File: src/rtl/ctrl_pkg.sv
// Shared encodings for the multicycle control path: FSM states, opcode/func
// fields, ALU operation codes, PC source select and halt cause values.
// Latency: n/a (constants only). Backpressure: n/a.
package ctrl_pkg;

   // FSM state encoding; State output exposes these values directly.
   localparam logic [2:0] ST_FETCH  = 3'd0;
   localparam logic [2:0] ST_DECODE = 3'd1;
   localparam logic [2:0] ST_EXEC   = 3'd2;
   localparam logic [2:0] ST_MEM    = 3'd3;
   localparam logic [2:0] ST_WB     = 3'd4;
   localparam logic [2:0] ST_HALT   = 3'd7;

   // Primary opcodes (Instr[31:26])
   localparam logic [5:0] OP_RTYPE = 6'h00;
   localparam logic [5:0] OP_J     = 6'h02;
   localparam logic [5:0] OP_BEQ   = 6'h04;
   localparam logic [5:0] OP_ADDI  = 6'h08;
   localparam logic [5:0] OP_LW    = 6'h23;
   localparam logic [5:0] OP_SW    = 6'h2B;

   // R-type function codes (Instr[5:0])
   localparam logic [5:0] FN_ADD = 6'h20;
   localparam logic [5:0] FN_SUB = 6'h22;
   localparam logic [5:0] FN_AND = 6'h24;
   localparam logic [5:0] FN_OR  = 6'h25;
   localparam logic [5:0] FN_SLT = 6'h2A;

   // ALU operation codes, zero-extended to ALU_FUNC_W at the top level
   localparam logic [2:0] ALU_ADD = 3'd0;
   localparam logic [2:0] ALU_SUB = 3'd1;
   localparam logic [2:0] ALU_AND = 3'd2;
   localparam logic [2:0] ALU_OR  = 3'd3;
   localparam logic [2:0] ALU_SLT = 3'd4;

   // PC source select
   localparam logic [1:0] PC_SEL_PC4    = 2'd0;
   localparam logic [1:0] PC_SEL_BRANCH = 2'd1;
   localparam logic [1:0] PC_SEL_JUMP   = 2'd2;

   // Halt cause
   localparam logic [1:0] HALT_NONE        = 2'd0;
   localparam logic [1:0] HALT_MEM_TIMEOUT = 2'd1;
   localparam logic [1:0] HALT_ILLEGAL     = 2'd2;

   typedef enum logic [2:0] {
      CLS_RTYPE   = 3'd0,
      CLS_ADDI    = 3'd1,
      CLS_LW      = 3'd2,
      CLS_SW      = 3'd3,
      CLS_BEQ     = 3'd4,
      CLS_J       = 3'd5,
      CLS_NOP     = 3'd6,
      CLS_ILLEGAL = 3'd7
   } instr_class_t;

endpackage

File: src/rtl/instr_classify.sv
// Instruction classifier: maps opcode/func to an instruction class and ALU code.
// Latency: purely combinational. Backpressure: none.
// Ports: opcode, func, instr_zero (whole word was 0) -> instr_class, alu_code.
module instr_classify
   import ctrl_pkg::*;
(
   input  logic [5:0]   opcode,
   input  logic [5:0]   func,
   input  logic         instr_zero,
   output instr_class_t instr_class,
   output logic [2:0]   alu_code
);

   always_comb begin
      instr_class = CLS_ILLEGAL;
      alu_code    = ALU_ADD;
      // The all-zero word is a NOP even though opcode 0 / func 0 is otherwise
      // not a supported R-type function.
      if (instr_zero) begin
         instr_class = CLS_NOP;
      end else begin
         case (opcode)
            OP_RTYPE: begin
               instr_class = CLS_RTYPE;
               case (func)
                  FN_ADD:  alu_code = ALU_ADD;
                  FN_SUB:  alu_code = ALU_SUB;
                  FN_AND:  alu_code = ALU_AND;
                  FN_OR:   alu_code = ALU_OR;
                  FN_SLT:  alu_code = ALU_SLT;
                  default: instr_class = CLS_ILLEGAL;
               endcase
            end
            OP_ADDI: instr_class = CLS_ADDI;
            OP_LW:   instr_class = CLS_LW;
            OP_SW:   instr_class = CLS_SW;
            OP_BEQ: begin
               instr_class = CLS_BEQ;
               alu_code    = ALU_SUB;
            end
            OP_J:    instr_class = CLS_J;
            default: instr_class = CLS_ILLEGAL;
         endcase
      end
   end

endmodule

File: src/rtl/multicycle_control.sv
// Multicycle MIPS-style control FSM: FETCH/DECODE/EXEC/MEM/WB with halt on
// memory timeout (and on illegal instructions when CTRL_ILLEGAL_TRAP_EN is defined).
// Latency: R/addi 4, beq/j 3, sw 4+w, lw 5+w cycles; waits in FETCH on !Instr_Valid, in MEM on !Mem_Ack.
// Ports: Clk, Reset_n (async active-low); Instr/Instr_Valid/Zero/Mem_Ack in;
//        datapath enables/selects, Mem_Req/Mem_WrEn, Halted/Halt_Cause, State out.
// ALU_FUNC_W must be >= 3; MEM_TIMEOUT = 0 disables the memory timeout.
module multicycle_control
   import ctrl_pkg::*;
#(
   parameter int ALU_FUNC_W  = 4,
   parameter int MEM_TIMEOUT = 15
) (
   input  logic                  Clk,
   input  logic                  Reset_n,
   input  logic [31:0]           Instr,
   input  logic                  Instr_Valid,
   input  logic                  Zero,
   input  logic                  Mem_Ack,
   output logic                  IR_LdEn,
   output logic [1:0]            PC_sel,
   output logic                  PC_LdEn,
   output logic                  RF_WrEn,
   output logic                  RF_WrData_sel,
   output logic                  RF_B_sel,
   output logic                  ALU_Bin_sel,
   output logic [ALU_FUNC_W-1:0] ALU_func,
   output logic                  Mem_Req,
   output logic                  Mem_WrEn,
   output logic                  Halted,
   output logic [1:0]            Halt_Cause,
   output logic [2:0]            State
);

`ifdef CTRL_ILLEGAL_TRAP_EN
   localparam bit TRAP_EN = 1'b1;
`else
   localparam bit TRAP_EN = 1'b0;
`endif

   localparam int CNT_W = (MEM_TIMEOUT > 0) ? $clog2(MEM_TIMEOUT + 1) : 1;
   // Value of the wait counter during the last MEM cycle allowed without ack.
   localparam logic [CNT_W-1:0] CNT_LAST = CNT_W'((MEM_TIMEOUT > 0) ? MEM_TIMEOUT - 1 : 0);

   logic [2:0]       state, state_nxt;
   logic [5:0]       opcode_q, func_q;
   logic             nop_q;
   logic [CNT_W-1:0] wait_cnt, wait_cnt_nxt;
   logic             halted_q;
   logic [1:0]       cause_q, cause_nxt;
   logic             capture;
   instr_class_t     cls;
   logic [2:0]       alu_code;

   // Classification runs on the captured fields, so every later state sees a
   // stable class without re-reading Instr.
   instr_classify u_classify (
      .opcode      (opcode_q),
      .func        (func_q),
      .instr_zero  (nop_q),
      .instr_class (cls),
      .alu_code    (alu_code)
   );

   always_comb begin
      state_nxt     = state;
      wait_cnt_nxt  = wait_cnt;
      cause_nxt     = cause_q;
      capture       = 1'b0;
      IR_LdEn       = 1'b0;
      PC_sel        = PC_SEL_PC4;
      PC_LdEn       = 1'b0;
      RF_WrEn       = 1'b0;
      RF_WrData_sel = 1'b0;
      RF_B_sel      = 1'b0;
      ALU_Bin_sel   = 1'b0;
      ALU_func      = '0;
      Mem_Req       = 1'b0;
      Mem_WrEn      = 1'b0;

      case (state)
         ST_FETCH: begin
            // Gated by Reset_n so the only input-driven output stays 0 in reset.
            IR_LdEn = Instr_Valid & Reset_n;
            if (Instr_Valid) begin
               capture   = 1'b1;
               state_nxt = ST_DECODE;
            end
         end
         ST_DECODE: begin
            if (TRAP_EN && cls == CLS_ILLEGAL) begin
               state_nxt = ST_HALT;
               cause_nxt = HALT_ILLEGAL;
            end else begin
               state_nxt = ST_EXEC;
            end
         end
         ST_EXEC: begin
            ALU_func     = ALU_FUNC_W'(alu_code);
            wait_cnt_nxt = '0;
            case (cls)
               CLS_ADDI: begin
                  ALU_Bin_sel = 1'b1;
                  state_nxt   = ST_WB;
               end
               CLS_LW: begin
                  ALU_Bin_sel = 1'b1;
                  state_nxt   = ST_MEM;
               end
               CLS_SW: begin
                  ALU_Bin_sel = 1'b1;
                  RF_B_sel    = 1'b1;
                  state_nxt   = ST_MEM;
               end
               CLS_BEQ: begin
                  PC_LdEn   = 1'b1;
                  PC_sel    = Zero ? PC_SEL_BRANCH : PC_SEL_PC4;
                  state_nxt = ST_FETCH;
               end
               CLS_J: begin
                  PC_LdEn   = 1'b1;
                  PC_sel    = PC_SEL_JUMP;
                  state_nxt = ST_FETCH;
               end
               // R-type, NOP and (untrapped) illegal all retire through WB.
               default: state_nxt = ST_WB;
            endcase
         end
         ST_MEM: begin
            Mem_Req  = 1'b1;
            Mem_WrEn = (cls == CLS_SW);
            ALU_func = ALU_FUNC_W'(ALU_ADD);
            // Ack is checked first so an ack on the final allowed cycle wins.
            if (Mem_Ack) begin
               wait_cnt_nxt = '0;
               if (cls == CLS_SW) begin
                  PC_LdEn   = 1'b1;
                  state_nxt = ST_FETCH;
               end else begin
                  state_nxt = ST_WB;
               end
            end else if (MEM_TIMEOUT != 0 && wait_cnt == CNT_LAST) begin
               wait_cnt_nxt = '0;
               state_nxt    = ST_HALT;
               cause_nxt    = HALT_MEM_TIMEOUT;
            end else begin
               wait_cnt_nxt = wait_cnt + 1'b1;
            end
         end
         ST_WB: begin
            RF_WrEn       = (cls == CLS_RTYPE) || (cls == CLS_ADDI) || (cls == CLS_LW);
            RF_WrData_sel = (cls == CLS_LW);
            PC_LdEn       = 1'b1;
            state_nxt     = ST_FETCH;
         end
         ST_HALT: state_nxt = ST_HALT;
         // Unused encodings recover to FETCH.
         default: state_nxt = ST_FETCH;
      endcase
   end

   always_ff @(posedge Clk or negedge Reset_n) begin
      if (!Reset_n) begin
         state    <= ST_FETCH;
         opcode_q <= '0;
         func_q   <= '0;
         nop_q    <= 1'b0;
         wait_cnt <= '0;
         halted_q <= 1'b0;
         cause_q  <= HALT_NONE;
      end else begin
         state    <= state_nxt;
         wait_cnt <= wait_cnt_nxt;
         cause_q  <= cause_nxt;
         halted_q <= halted_q | (state_nxt == ST_HALT);
         if (capture) begin
            opcode_q <= Instr[31:26];
            func_q   <= Instr[5:0];
            nop_q    <= (Instr == 32'h0);
         end
      end
   end

   assign Halted     = halted_q;
   assign Halt_Cause = cause_q;
   assign State      = state;

endmodule

File: config.mk
export PLATFORM = sky130hd
export DESIGN_NAME = multicycle_control
export DESIGN_NICKNAME = d
export VERILOG_FILES = /design/src/rtl/ctrl_pkg.sv /design/src/rtl/instr_classify.sv /design/src/rtl/multicycle_control.sv
export SDC_FILE = /design/constraint.sdc
export NUM_CORES = 1
export LEC_CHECK = 0
export ABC_AREA = 0
export BUFFER_PORTS_ARGS = -buffer_cell sky130_fd_sc_hd__buf_2
export CAP_MARGIN = 20
export CORE_ASPECT_RATIO = 1.75
export CORE_MARGIN = 2
export CORE_UTILIZATION = 48
export CTS_CLUSTER_SIZE = 30
export DETAILED_ROUTE_END_ITERATION = 12
export PLACE_DENSITY = 0.79
export SKIP_CTS_REPAIR_TIMING = 1
export SYNTH_ARGS = -nofsm -noshare
export SYNTH_HDL_FRONTEND = slang
export SYNTH_HIERARCHICAL = 1
export SYNTH_SLANG_ARGS = --single-unit
export TNS_END_PERCENT = 50
File: constraint.sdc
create_clock -name Clk -period 3.1 [get_ports Clk]
set_clock_uncertainty 0.1 [all_clocks]
set_input_delay 0.31 -clock Clk [delete_from_list [all_inputs] [get_ports Clk]]
set_output_delay 0.31 -clock Clk [all_outputs]
set_load 0.005 [all_outputs]
# == Yosys cells after proc, flatten, opt, wreduce, memory -nomap -nowiden ==
# Index checks and enable logic that the tools add are counted.
# op_classes
eq_ne,22
n_addsub,1
muxes,33
n_bitwise,3
n_reduce_logical,12
# op_table
op,n
"6-bit == test, second input constant",7
32-bit logical NOT,1
3-bit 2-to-1 mux,8
3-bit case mux with 6 select lines,1
"3-bit == test, second input constant",5
3-bit case mux with 5 select lines,1
1-bit 2-to-1 mux,14
"3-bit by 2-bit == test with 1-bit output, second input constant",4
3-bit case mux with 2 select lines,2
3-bit case mux with 4 select lines,1
4-bit 2-to-1 mux,2
4-bit case mux with 2 select lines,1
"3-bit by 1-bit == test with 1-bit output, second input constant",2
"6-bit by 2-bit == test with 1-bit output, second input constant",1
"6-bit by 3-bit == test with 1-bit output, second input constant",1
"6-bit by 4-bit == test with 1-bit output, second input constant",1
3-bit logical NOT,2
6-bit logical NOT,1
5-bit OR reduction,1
"4-bit by 1-bit adder with 4-bit output, second input constant",1
"4-bit == test, second input constant",1
2-bit case mux with 2 select lines,1
2-bit OR reduction,2
1-bit case mux with 3 select lines,1
other kinds (8),9
# word_totals
elab_cells,78
reg_bits,22
output_inout_bits,20
inputBits,37

# == Depth between registers and ports, before layout ==
# Gate-level depths: netlist of run 1.
# depth
depth_word,11
ltp_mapped,7
mapped_depth_nobuf,7

# == Hierarchy ==
# The synthesis of run 1 kept the hierarchy.
# modules_own_cells
module,area_per_inst_um2,instances,cells_each,seq_area_each_um2
multicycle_control,1231.2,1,115,550.5
instr_classify,206.4,1,32,0.0

# == Worst setup path before layout of run 1 ==
# OpenSTA, ideal clock, no wires.
# synth_path
path_kind,register to output
start,reg opcode_q[5]
end,out PC_LdEn
required_time_ns,2.690
slack_ns,0.922
stages_incl_launch_ff,7
n_path_buf,0
t_arrival_ns,1.768
cell_sequence,dfrtp_1 -> or3_4 -> a2111oi_0 -> o21ai_1 -> nor2b_1 -> a41oi_1 -> o21ai_0
# synth_between
elab_chain_len,7
word_cells_on_any_way,16
classes_between,eq/ne (8); mux (6); reduce/logical (2)
# synth_rtl
item,line_no,source
from (decl),multicycle_control.sv:45,"logic [5:0] opcode_q, func_q;"
from (signal assigned),multicycle_control.sv:176,opcode_q <= Instr[31:26];
"6-bit by 2-bit == test with 1-bit output, or another cell as far along",instr_classify.sv:22,case (opcode)
3-bit case mux with 6 select lines *,instr_classify.sv:22,
3-bit 2-to-1 mux *,instr_classify.sv:19,if (instr_zero) begin
named net cls[2],multicycle_control.sv:51,instr_class_t cls;
3-bit by 2-bit == test with 1-bit output or 3-bit == test (tied branches),"multicycle_control.sv:135, multicycle_control.sv:100",
1-bit 2-to-1 mux or 2-bit OR reduction (tied branches),n/a,
1-bit 2-to-1 mux (on tied branches),"multicycle_control.sv:133, multicycle_control.sv:100",
1-bit case mux with 3 select lines *,multicycle_control.sv:80,case (state)
to (decl),multicycle_control.sv:21,"output logic PC_LdEn,"
# The timed path passes the listed nets; every way through them passes the cells marked *.

# == Worst setup path after layout of run 1 ==
# Same ends and word-level chain as after synthesis.

==> reports/results.ini, run 1 <==
[status]
outcome=finished, final reports clean

[synthesis]
synthMostInstantiatedCell=sky130_fd_sc_hd__dfrtp_1
yosys-mux-area-fraction=0.124
synth_compound_gate_area_share=0.129
postSynthCellCount=147
synth-seq-area-share=0.383
ys_async_sr_fraction=1.00
edff_count_synth=0
synth.cell_area_um2=1440
synth_adder_area_share=0.0174
dominantRegCellSynth=sky130_fd_sc_hd__dfrtp_1
yosys.area_share.simple=0.291
netlist_top_cells_area=sky130_fd_sc_hd__dfrtp_1 38%, sky130_fd_sc_hd__mux2_2 11%, sky130_fd_sc_hd__nor4_1 4.4%
ys_top_cells_by_count=22 x sky130_fd_sc_hd__dfrtp_1, 14 x sky130_fd_sc_hd__mux2_2, 12 x sky130_fd_sc_hd__nor2_1
synth_area_per_cell_um2=9.78
netlist.area_leader.share=0.383
dominant_combinational_cell_family_by_area_after_synthesis=simple AND/OR/NAND/NOR gates
synthesis.yosys.warnings=6
synth.lib_cells_used.distinct=48
synth_xor_xnor_area_share=0
synth.largest_area_cell=sky130_fd_sc_hd__dfrtp_1
synth_seq_cells=22

[timing]
post-route-period-util=0.907
final-setup-viol-count=0
grt_setup_unrepaired=false
finalSetupTns_ns=0
final_period_minus_worst_setup_slack_ns=2.81
timing_worst_slew_pin_value_ns=0.815
slew-limit-headroom=0.454
hold_viol_final=0
max_clock_freq_mhz=355
final-max-slew-violation-count=0

[placed_design]
dp.final_hpwl_mm=2.61
port_buffers=54
gpl.final_weighted_congestion=0.908

[clocking]
cts_tree=yes
clkLatencyLatePin_ns=0.26
clkTransAtPathRegs_ns=0.07
cts_made_buffers=3
cts.sink_count=22
cts.root.buffer_cell=sky130_fd_sc_hd__clkbuf_8
cts.htree.levels=1
ctsLongestPathBuffers=2

[pwr]
power.share.switching=0.397
power_frac_comb=0.416
power.leakage_nw=0.820
post-layout-total-power_mw=1.26
intPower_mw=0.757
irDropWorstVdd_mv=0.344
p_seq_frac=0.446
p_sw_mw=0.499
power_per_unit_of_standard_cell_area_nw_per_um2=722
clockPowerShare=0.138

[routing]
drt_wl_total_mm=3.13
dr_total_vias=1322
drc=0
avgViaCountPerCell=5.85
antenna_violation_net_count_after_detailed_routing=0
avgRoutedWirePerCell_um=13.9
initialDrtViolationCount=24
dr.pass1.iters=4

[floorplan]
core-area_um2=2900
start_util=0.497
placementRows=26
die-area_um2=3470
ios=57
die_w_um=45.4
die_height_um=76.4

[final_layout]
area.sequential_um2=551
n_fill_cell=248
postLayoutCoreUtil=0.601
fin_nets=239
final_layout_size_suffix_gt1_frac=0.399
antenna-diode-count=0
areaGrowthSynthToFinish_pct=21.0
multi_input_area_um2=813

[critical_path]
timing.rr.start=opcode_q[5]$_DFFE_PN0P_
crit_fanout=7
reg2reg_depth=7
timing.reg2reg.setup_slack_ns=0.56
endpoint_type_of_the_worst_setup_path=output pin
worst_r2r_endpoint=State[2]$_DFF_PN0_
crit_required_ns=2.69
worst_setup_path_startpoint=opcode_q[5]$_DFFE_PN0P_
worst_setup_ep=PC_LdEn
arrival_ns=2.40
critPathLaunchType=flip-flop
criticalPathCategory=flip-flop to output pin

[global_route]
grt_overflow=0
grt.met1_usage=0.190
top_usage_layer=met2
globalRouteTotalUtil=0.194
groute.layer.met2.usage=0.367
first_global_vias=1270
grt_max_degree=24
grt_pass1_wl_mm=5.13
grt.met3_usage=0.0237
initial_antenna_violation_count=0

[hold_path]
hp-class=input port to flip-flop
worst_hold_path.num_cells=2

[flow_run]
max_cap_violations=0

power groups by stage:
stage	clock (mW)	sequential, mW	combinational (mW)
final	0.173	0.560	0.522
after global routing	0.193	0.584	0.582
after CTS	0.178	0.559	0.523
after detailed placement	0	0.564	0.522
after global placement	0	0.553	0.504
after floorplan	0	0.494	0.469
routing by layer:
layer | vias up | part of all wire
met1 | 616 | 0.36
met2 | 54 | 0.56
met4 | 0 | 0.031
li1 | 643 | -
met5 | - | 0
met3 | 9 | 0.052
cell usage in the layout (no fill, tap or decap), types with 2 or more instances in the layout:
cell type and count:
sky130_fd_sc_hd__ha_1 2, sky130_fd_sc_hd__nand3b_1 2, sky130_fd_sc_hd__nor2b_1 4, sky130_fd_sc_hd__inv_1 5, sky130_fd_sc_hd__nor2_1 12, sky130_fd_sc_hd__nand4_1 3
sky130_fd_sc_hd__nand3_1 3, sky130_fd_sc_hd__conb_1 2, sky130_fd_sc_hd__dfrtp_1 22, sky130_fd_sc_hd__a41oi_1 2, sky130_fd_sc_hd__nand2_1 7, sky130_fd_sc_hd__mux2i_1 2
sky130_fd_sc_hd__a21oi_1 2, sky130_fd_sc_hd__o21ai_0 5, sky130_fd_sc_hd__mux2_2 14, sky130_fd_sc_hd__o21bai_1 2, sky130_fd_sc_hd__clkbuf_8 3, sky130_fd_sc_hd__a21o_1 3
sky130_fd_sc_hd__and3_1 2, sky130_fd_sc_hd__nand2b_1 4, sky130_fd_sc_hd__nor4_1 10, sky130_fd_sc_hd__buf_2 54, sky130_fd_sc_hd__and2_1 4, sky130_fd_sc_hd__a211oi_1 2
sky130_fd_sc_hd__a211o_1 2, sky130_fd_sc_hd__nor3_1 4
kinds of logic after synthesis:
| family | Yosys count |
|---|---|
| and+or+nand+nor | 67 |
| AOI/OAI and AO/OA | 26 |
| DFF | 22 |
| muxes | 16 |
| buffers and inverters | 13 |
| adders and majority gates | 2 |
| other | 1 |
per-stage QoR:
step           cells  instance area, µm²  hold slack (ns)  setup slack (ns)
4_1_cts          225                1730          -0.0717             0.259
3_3_place_gp     222                1690            0.203             0.742
2_1_floorplan    148                1440          -0.0856             0.922
3_5_place_dp     222                1690            0.210             0.555
6_report         226                1740            0.192             0.287
5_1_grt          226                1740            0.192             0.111
cell type report:
cell class,instances,area share
multi-input combinational,113,0.468
sequential,22,0.317
timing repair buffer,55,0.161
clock buffer,3,0.0237
tap,28,0.0201
inverter,5,0.0108
critical path: stages, from the launching register on:
cell and delay [ns]:
sky130_fd_sc_hd__dfrtp_1 0.41, sky130_fd_sc_hd__or3_4 0.40, sky130_fd_sc_hd__a2111oi_0 0.43, sky130_fd_sc_hd__o21ai_1 0.27
sky130_fd_sc_hd__nor2b_1 0.20, sky130_fd_sc_hd__a41oi_1 0.13, sky130_fd_sc_hd__o21ai_0 0.18, sky130_fd_sc_hd__buf_2 0.13
registers in the layout (all words and copies together), names as in the netlist:
name,count
Halted,1
State,3
opcode_q,6
func_q,6
Halt_Cause,1
wait_cnt,4
nop_q,1
worst min path at each step:
stage               startpoint                         to  slack, ns
finish                Instr[3]      func_q[3]$_DFFE_PN0P_       0.19
global placement       Reset_n    wait_cnt[0]$_DFFE_PN0P_       0.20
global route          Instr[1]      func_q[1]$_DFFE_PN0P_       0.19
detailed placement     Reset_n    wait_cnt[0]$_DFFE_PN0P_       0.21
floorplan              Reset_n  Halt_Cause[0]$_DFFE_PN0P_      -0.09
CTS                    Reset_n    wait_cnt[0]$_DFFE_PN0P_      -0.07
(Power assumes the default switching activity.)
==> run 2: changes to the inputs <==
--- a/config.mk
+++ b/config.mk
@@ -8,7 +8,7 @@
 export ABC_AREA = 0
 export BUFFER_PORTS_ARGS = -buffer_cell sky130_fd_sc_hd__buf_2
 export CAP_MARGIN = 20
-export CORE_ASPECT_RATIO = 1.75
+export CORE_ASPECT_RATIO = 1.4
 export CORE_MARGIN = 2
 export CORE_UTILIZATION = 48
 export CTS_CLUSTER_SIZE = 30
==> run 2 against run 1 <==
  * Cell area rose by 1.9%
  * Worst setup slack worse by 0.026 ns
  * Largest cell class unchanged
  * Largest power group unchanged
  * Count of clock-buffer cells in the layout grew 1
  * Power up 4.2%
  * Worst hold slack improved by 0.0052 ns
  * Critical path depth is the same
  * First-iteration DRC count decreased by 21%
  * Global-route usage increased by 0.60 points
  * Non-clock buffer count grew 1
  * Sequential cell count is the same
==> reports/results.ini, run 2 (same netlist as run 1, synthesis figures left out) <==
[hold_path]
whs_endpoint=func_q[3]$_DFFE_PN0P_
hp-class=input port to flip-flop
worst_hold_path.num_cells=2
hp-start=Instr[3]

[critical_path]
critPathSlowestCell=sky130_fd_sc_hd__a2111oi_0
path_buf_inv=1
endpoint_type_of_the_worst_setup_path=output pin
reg2reg_depth=7
arrival_ns=2.43
timing.reg2reg.setup_slack_ns=0.58
path_delay_family=compound AO/OA/AOI/OAI gates
crit_fanout=7
worst_r2r_endpoint=State[2]$_DFF_PN0_
crit_required_ns=2.69
path_cells=or3_4, a2111oi_0, o21ai_1, nor2b_1, a41oi_1, o21ai_0, buf_2
timing.rr.start=opcode_q[1]$_DFFE_PN0P_
critPathLaunchType=flip-flop
criticalPathCategory=flip-flop to output pin
slowest_delay_ns=0.44

[global_route]
grt_overflow=0
grt_pass1_wl_mm=5.26
first_global_vias=1233
globalRouteTotalUtil=0.200
initial_antenna_violation_count=0
grt_max_degree=24

[final_layout]
top_regs=func_q: 6 flops, opcode_q: 6 flops, wait_cnt: 4 flops
final_layout_size_suffix_gt1_frac=0.405
n_fill_cell=251
area.sequential_um2=551
postLayoutCoreUtil=0.622
fin_nets=240
final_area_um2=1770
commonest_cells_after_routing_fill_and_taps_aside=54 x sky130_fd_sc_hd__buf_2, 22 x sky130_fd_sc_hd__dfrtp_1, 14 x sky130_fd_sc_hd__mux2_2
areaGrowthSynthToFinish_pct=23.2
layout_commonest_cell=sky130_fd_sc_hd__buf_2
antenna-diode-count=0
multi_input_area_um2=813

[pwr]
intPower_mw=0.789
irDropWorstVdd_mv=0.376
p_sw_mw=0.519
p_seq_frac=0.429
power_per_unit_of_standard_cell_area_nw_per_um2=738
power_frac_comb=0.413
clockPowerShare=0.158
power.share.switching=0.397
power.leakage_nw=0.833
post-layout-total-power_mw=1.31

[floorplan]
die-area_um2=3450
die_w_um=50.3
core-area_um2=2850
die_height_um=68.8
placementRows=23
start_util=0.505
ios=57

[routing]
initialDrtViolationCount=19
drc=0
antenna_violation_net_count_after_detailed_routing=0
avgRoutedWirePerCell_um=14.0
dr_total_vias=1340
dr.pass1.iters=4
avgViaCountPerCell=5.65
drt_wl_total_mm=3.32

[flow_run]
max_cap_violations=0

[clocking]
cts.sink_count=22
cts_tree=yes
clkLatencyLatePin_ns=0.26
cts.root.buffer_cell=sky130_fd_sc_hd__clkbuf_8
clkTransAtPathRegs_ns=0.08
ctsLongestPathBuffers=2
cts.htree.levels=1
cts_made_buffers=3

[placed_design]
placed_area_um2=1710
dp.final_hpwl_mm=2.64
port_buffers=54
gpl.final_weighted_congestion=0.816

[timing]
final-max-slew-violation-count=0
hold_viol_final=0
grt_setup_unrepaired=false
timing_worst_slew_pin_value_ns=0.580
final_period_minus_worst_setup_slack_ns=2.84
slew-limit-headroom=0.612
post-route-period-util=0.916
final-setup-viol-count=0
max_clock_freq_mhz=352
finalSetupTns_ns=0

[status]
outcome=finished, final reports clean

==> run 2: cell count changes in the layout (fill, tap and decap cells not counted) <==
cell / before / now
sky130_fd_sc_hd__buf_4: 0 / 1
sky130_fd_sc_hd__clkbuf_8: 3 / 4
==> run 2: routing by layer <==
layer  wire [µm]  vias to the layer above  part of all wire  global-route usage
met5           0                        -                 0                   0
met4          34                        0             0.010              0.0764
met3         185                        4             0.056              0.0280
met2        1830                       49              0.55               0.395
met1        1280                      635              0.38               0.211
li1            -                      652                 -                   -
==> run 2: per-stage QoR <==
step	worst slack, ns	std cells	hold WS [ns]
floorplan	0.922	148	-0.0856
global placement	0.749	232	0.201
detailed placement	0.611	232	0.217
CTS	0.308	236	-0.0700
global route	0.0915	237	0.192
finish	0.261	237	0.197
==> run 2: power by group through the flow <==
stage / clock network, mW / registers [mW] / logic [mW]
2_1_floorplan: 0 / 0.494 / 0.469
3_3_place_gp: 0 / 0.552 / 0.509
3_5_place_dp: 0 / 0.565 / 0.537
4_1_cts: 0.211 / 0.558 / 0.539
5_1_grt: 0.222 / 0.587 / 0.598
6_report: 0.207 / 0.561 / 0.540
==> run 2: final cells by class <==
type | instances | share of cell area
tap | 37 | 0.0261
inverter | 5 | 0.0106
clock buffer | 4 | 0.0311
sequential | 22 | 0.311
timing repair buffer | 56 | 0.162
multi-input combinational | 113 | 0.459
==> run 2: worst max path at each step <==
| stage | start | to | slack (ns) | depth (start not counted) |
|---|---|---|---|---|
| final | opcode_q[1]$_DFFE_PN0P_ | PC_LdEn | 0.26 | 7 |
| after global routing | opcode_q[1]$_DFFE_PN0P_ | PC_LdEn | 0.09 | 7 |
| after global placement | opcode_q[5]$_DFFE_PN0P_ | PC_LdEn | 0.75 | 7 |
| after detailed placement | opcode_q[1]$_DFFE_PN0P_ | PC_LdEn | 0.61 | 7 |
| after CTS | opcode_q[1]$_DFFE_PN0P_ | PC_LdEn | 0.31 | 7 |
| after floorplan | opcode_q[5]$_DFFE_PN0P_ | PC_LdEn | 0.92 | 6 |
==> run 2: worst register-to-register path, stage by stage (launching register included) <==
cell                        delay [ns]
sky130_fd_sc_hd__dfrtp_1          0.43
sky130_fd_sc_hd__or3_4            0.39
sky130_fd_sc_hd__a2111oi_0        0.44
sky130_fd_sc_hd__o21ai_1          0.27
sky130_fd_sc_hd__nand3b_1         0.27
sky130_fd_sc_hd__mux2i_1          0.21
sky130_fd_sc_hd__o21ai_0          0.13
sky130_fd_sc_hd__a21boi_0         0.15
==> run 3: changes to the inputs <==
--- a/config.mk
+++ b/config.mk
@@ -8,12 +8,15 @@
 export ABC_AREA = 0
 export BUFFER_PORTS_ARGS = -buffer_cell sky130_fd_sc_hd__buf_2
 export CAP_MARGIN = 20
+export CELL_PAD_IN_SITES_DETAIL_PLACEMENT = 0
+export CELL_PAD_IN_SITES_GLOBAL_PLACEMENT = 2
 export CORE_ASPECT_RATIO = 1.4
 export CORE_MARGIN = 2
-export CORE_UTILIZATION = 48
+export CORE_UTILIZATION = 28
 export CTS_CLUSTER_SIZE = 30
 export DETAILED_ROUTE_END_ITERATION = 12
-export PLACE_DENSITY = 0.79
+export HOLD_SLACK_MARGIN = 0.12
+export PLACE_DENSITY_LB_ADDON = 0.1
 export SKIP_CTS_REPAIR_TIMING = 1
 export SYNTH_ARGS = -nofsm -noshare
 export SYNTH_HDL_FRONTEND = slang
==> run 3 against run 2 <==
  * Critical path depth unchanged
  * First-iteration DRC count increased to 3.7 times the previous value
  * Maximum frequency increased by 2.6%
  * Global-route usage decreased by 6.7 points
  * Power decreased by 2.1%
  * Worst setup slack improved by 0.071 ns
  * Sequential power about the same
==> reports/results.ini, run 3 (same netlist as run 1, synthesis figures left out) <==
[status]
outcome=finished, final reports clean

[floorplan]
die_height_um=88.8
placementRows=30
ios=57
start_util=0.292
die-area_um2=5730
die_w_um=64.6
core-area_um2=4920

[final_layout]
final_layout_size_suffix_gt1_frac=0.402
commonest_cells_after_routing_fill_and_taps_aside=54 x sky130_fd_sc_hd__buf_2, 22 x sky130_fd_sc_hd__dfrtp_1, 14 x sky130_fd_sc_hd__mux2_2
areaGrowthSynthToFinish_pct=24.6
area.sequential_um2=551
top_regs=func_q: 6 flops, opcode_q: 6 flops, wait_cnt: 4 flops
multi_input_area_um2=813
antenna-diode-count=0
fin_nets=240
n_fill_cell=528
layout_commonest_cell=sky130_fd_sc_hd__buf_2
final_cell_count_no_fill=263
postLayoutCoreUtil=0.364
final_area_um2=1790

[timing]
slew-limit-headroom=0.604
hold_viol_final=0
final-max-slew-violation-count=0
final_period_minus_worst_setup_slack_ns=2.77
timing_worst_slew_pin_value_ns=0.592
grt_setup_unrepaired=false
final-setup-viol-count=0
fin_hold_ws_ns=0.190
finalSetupTns_ns=0
minimum_setup_slack_in_the_final_design_ns=0.332
post-route-period-util=0.893
max_clock_freq_mhz=361

[routing]
initialDrtViolationCount=71
drt_wl_total_mm=3.61
avgRoutedWirePerCell_um=13.7
dr.pass1.iters=4
dr_total_vias=1358
antenna_violation_net_count_after_detailed_routing=0
avgViaCountPerCell=5.16
drc=0

[critical_path]
criticalPathCategory=flip-flop to output pin
critPathLaunchType=flip-flop
endpoint_type_of_the_worst_setup_path=output pin
crit_required_ns=2.69
crit_fanout=7
arrival_ns=2.36

[clocking]
cts.sink_count=22
ctsLongestPathBuffers=2
cts.htree.levels=1
cts.root.buffer_cell=sky130_fd_sc_hd__clkbuf_8
cts_made_buffers=3
clkLatencyLatePin_ns=0.26
cts_tree=yes
clkTransAtPathRegs_ns=0.08

[flow_run]
max_cap_violations=0

[pwr]
power.leakage_nw=0.826
power_per_unit_of_standard_cell_area_nw_per_um2=715
post-layout-total-power_mw=1.28
irDropWorstVdd_mv=0.265

[placed_design]
gpl.final_weighted_congestion=0.755
port_buffers=54
dp.final_hpwl_mm=2.88
placed_area_um2=1740
post-place-cells=259
pre_cts_slack_ns=0.635

[global_route]
grt_pass1_wl_mm=5.97
grt_overflow=0
globalRouteTotalUtil=0.133
first_global_vias=1370
grt_max_degree=24
initial_antenna_violation_count=0

[hold_path]
hp-class=input port to flip-flop

## run 3: cell count changes in the layout (fill, tap and decap cells not counted), sizes merged
cell    change
clkbuf      -1
## run 3: power by group
group          internal [mW]  switching, mW  total, mW
clock network         0.0868         0.0932      0.180
registers              0.393          0.170      0.563
logic                  0.282          0.255      0.537
total                  0.762          0.519       1.28
## run 3: final cells by class
class | count | share of cell area
clock buffer | 3 | 0.0230
sequential | 22 | 0.307
tap | 64 | 0.0447
multi-input combinational | 113 | 0.454
timing repair buffer | 56 | 0.161
inverter | 5 | 0.0105
## run 3: critical path, stage by stage (launching register included)
cell and delay, ns:
sky130_fd_sc_hd__dfrtp_1 0.41, sky130_fd_sc_hd__or3_4 0.41, sky130_fd_sc_hd__a2111oi_0 0.36, sky130_fd_sc_hd__o21ai_1 0.25
sky130_fd_sc_hd__nor2b_1 0.22, sky130_fd_sc_hd__a41oi_1 0.13, sky130_fd_sc_hd__o21ai_0 0.17, sky130_fd_sc_hd__buf_2 0.14
## run 3: layer usage
layer / track usage / routed length [µm] / vias up
met5: 0 / 0 / -
met4: 0.0561 / 34 / 0
met3: 0.0216 / 153 / 4
met2: 0.265 / 2020 / 43
met1: 0.135 / 1400 / 658
li1: - / - / 653
## run 3: worst paths after layout
kind | start | end | slack, ns | cells past startpoint
max in group asynchronous | Reset_n | func_q[1]$_DFFE_PN0P_ | 2.09 | 2
setup / recovery | opcode_q[5]$_DFFE_PN0P_ | PC_LdEn | 0.33 | 7
setup reg to reg | opcode_q[5]$_DFFE_PN0P_ | State[2]$_DFF_PN0_ | 0.65 | 7
min in group asynchronous | Reset_n | Halted$_DFF_PN0_ | 0.45 | 2
hold reg to reg | Halt_Cause[0]$_DFFE_PN0P_ | Halt_Cause[0]$_DFFE_PN0P_ | 0.36 | 1
hold / removal | Instr[26] | opcode_q[0]$_DFFE_PN0P_ | 0.19 | 2
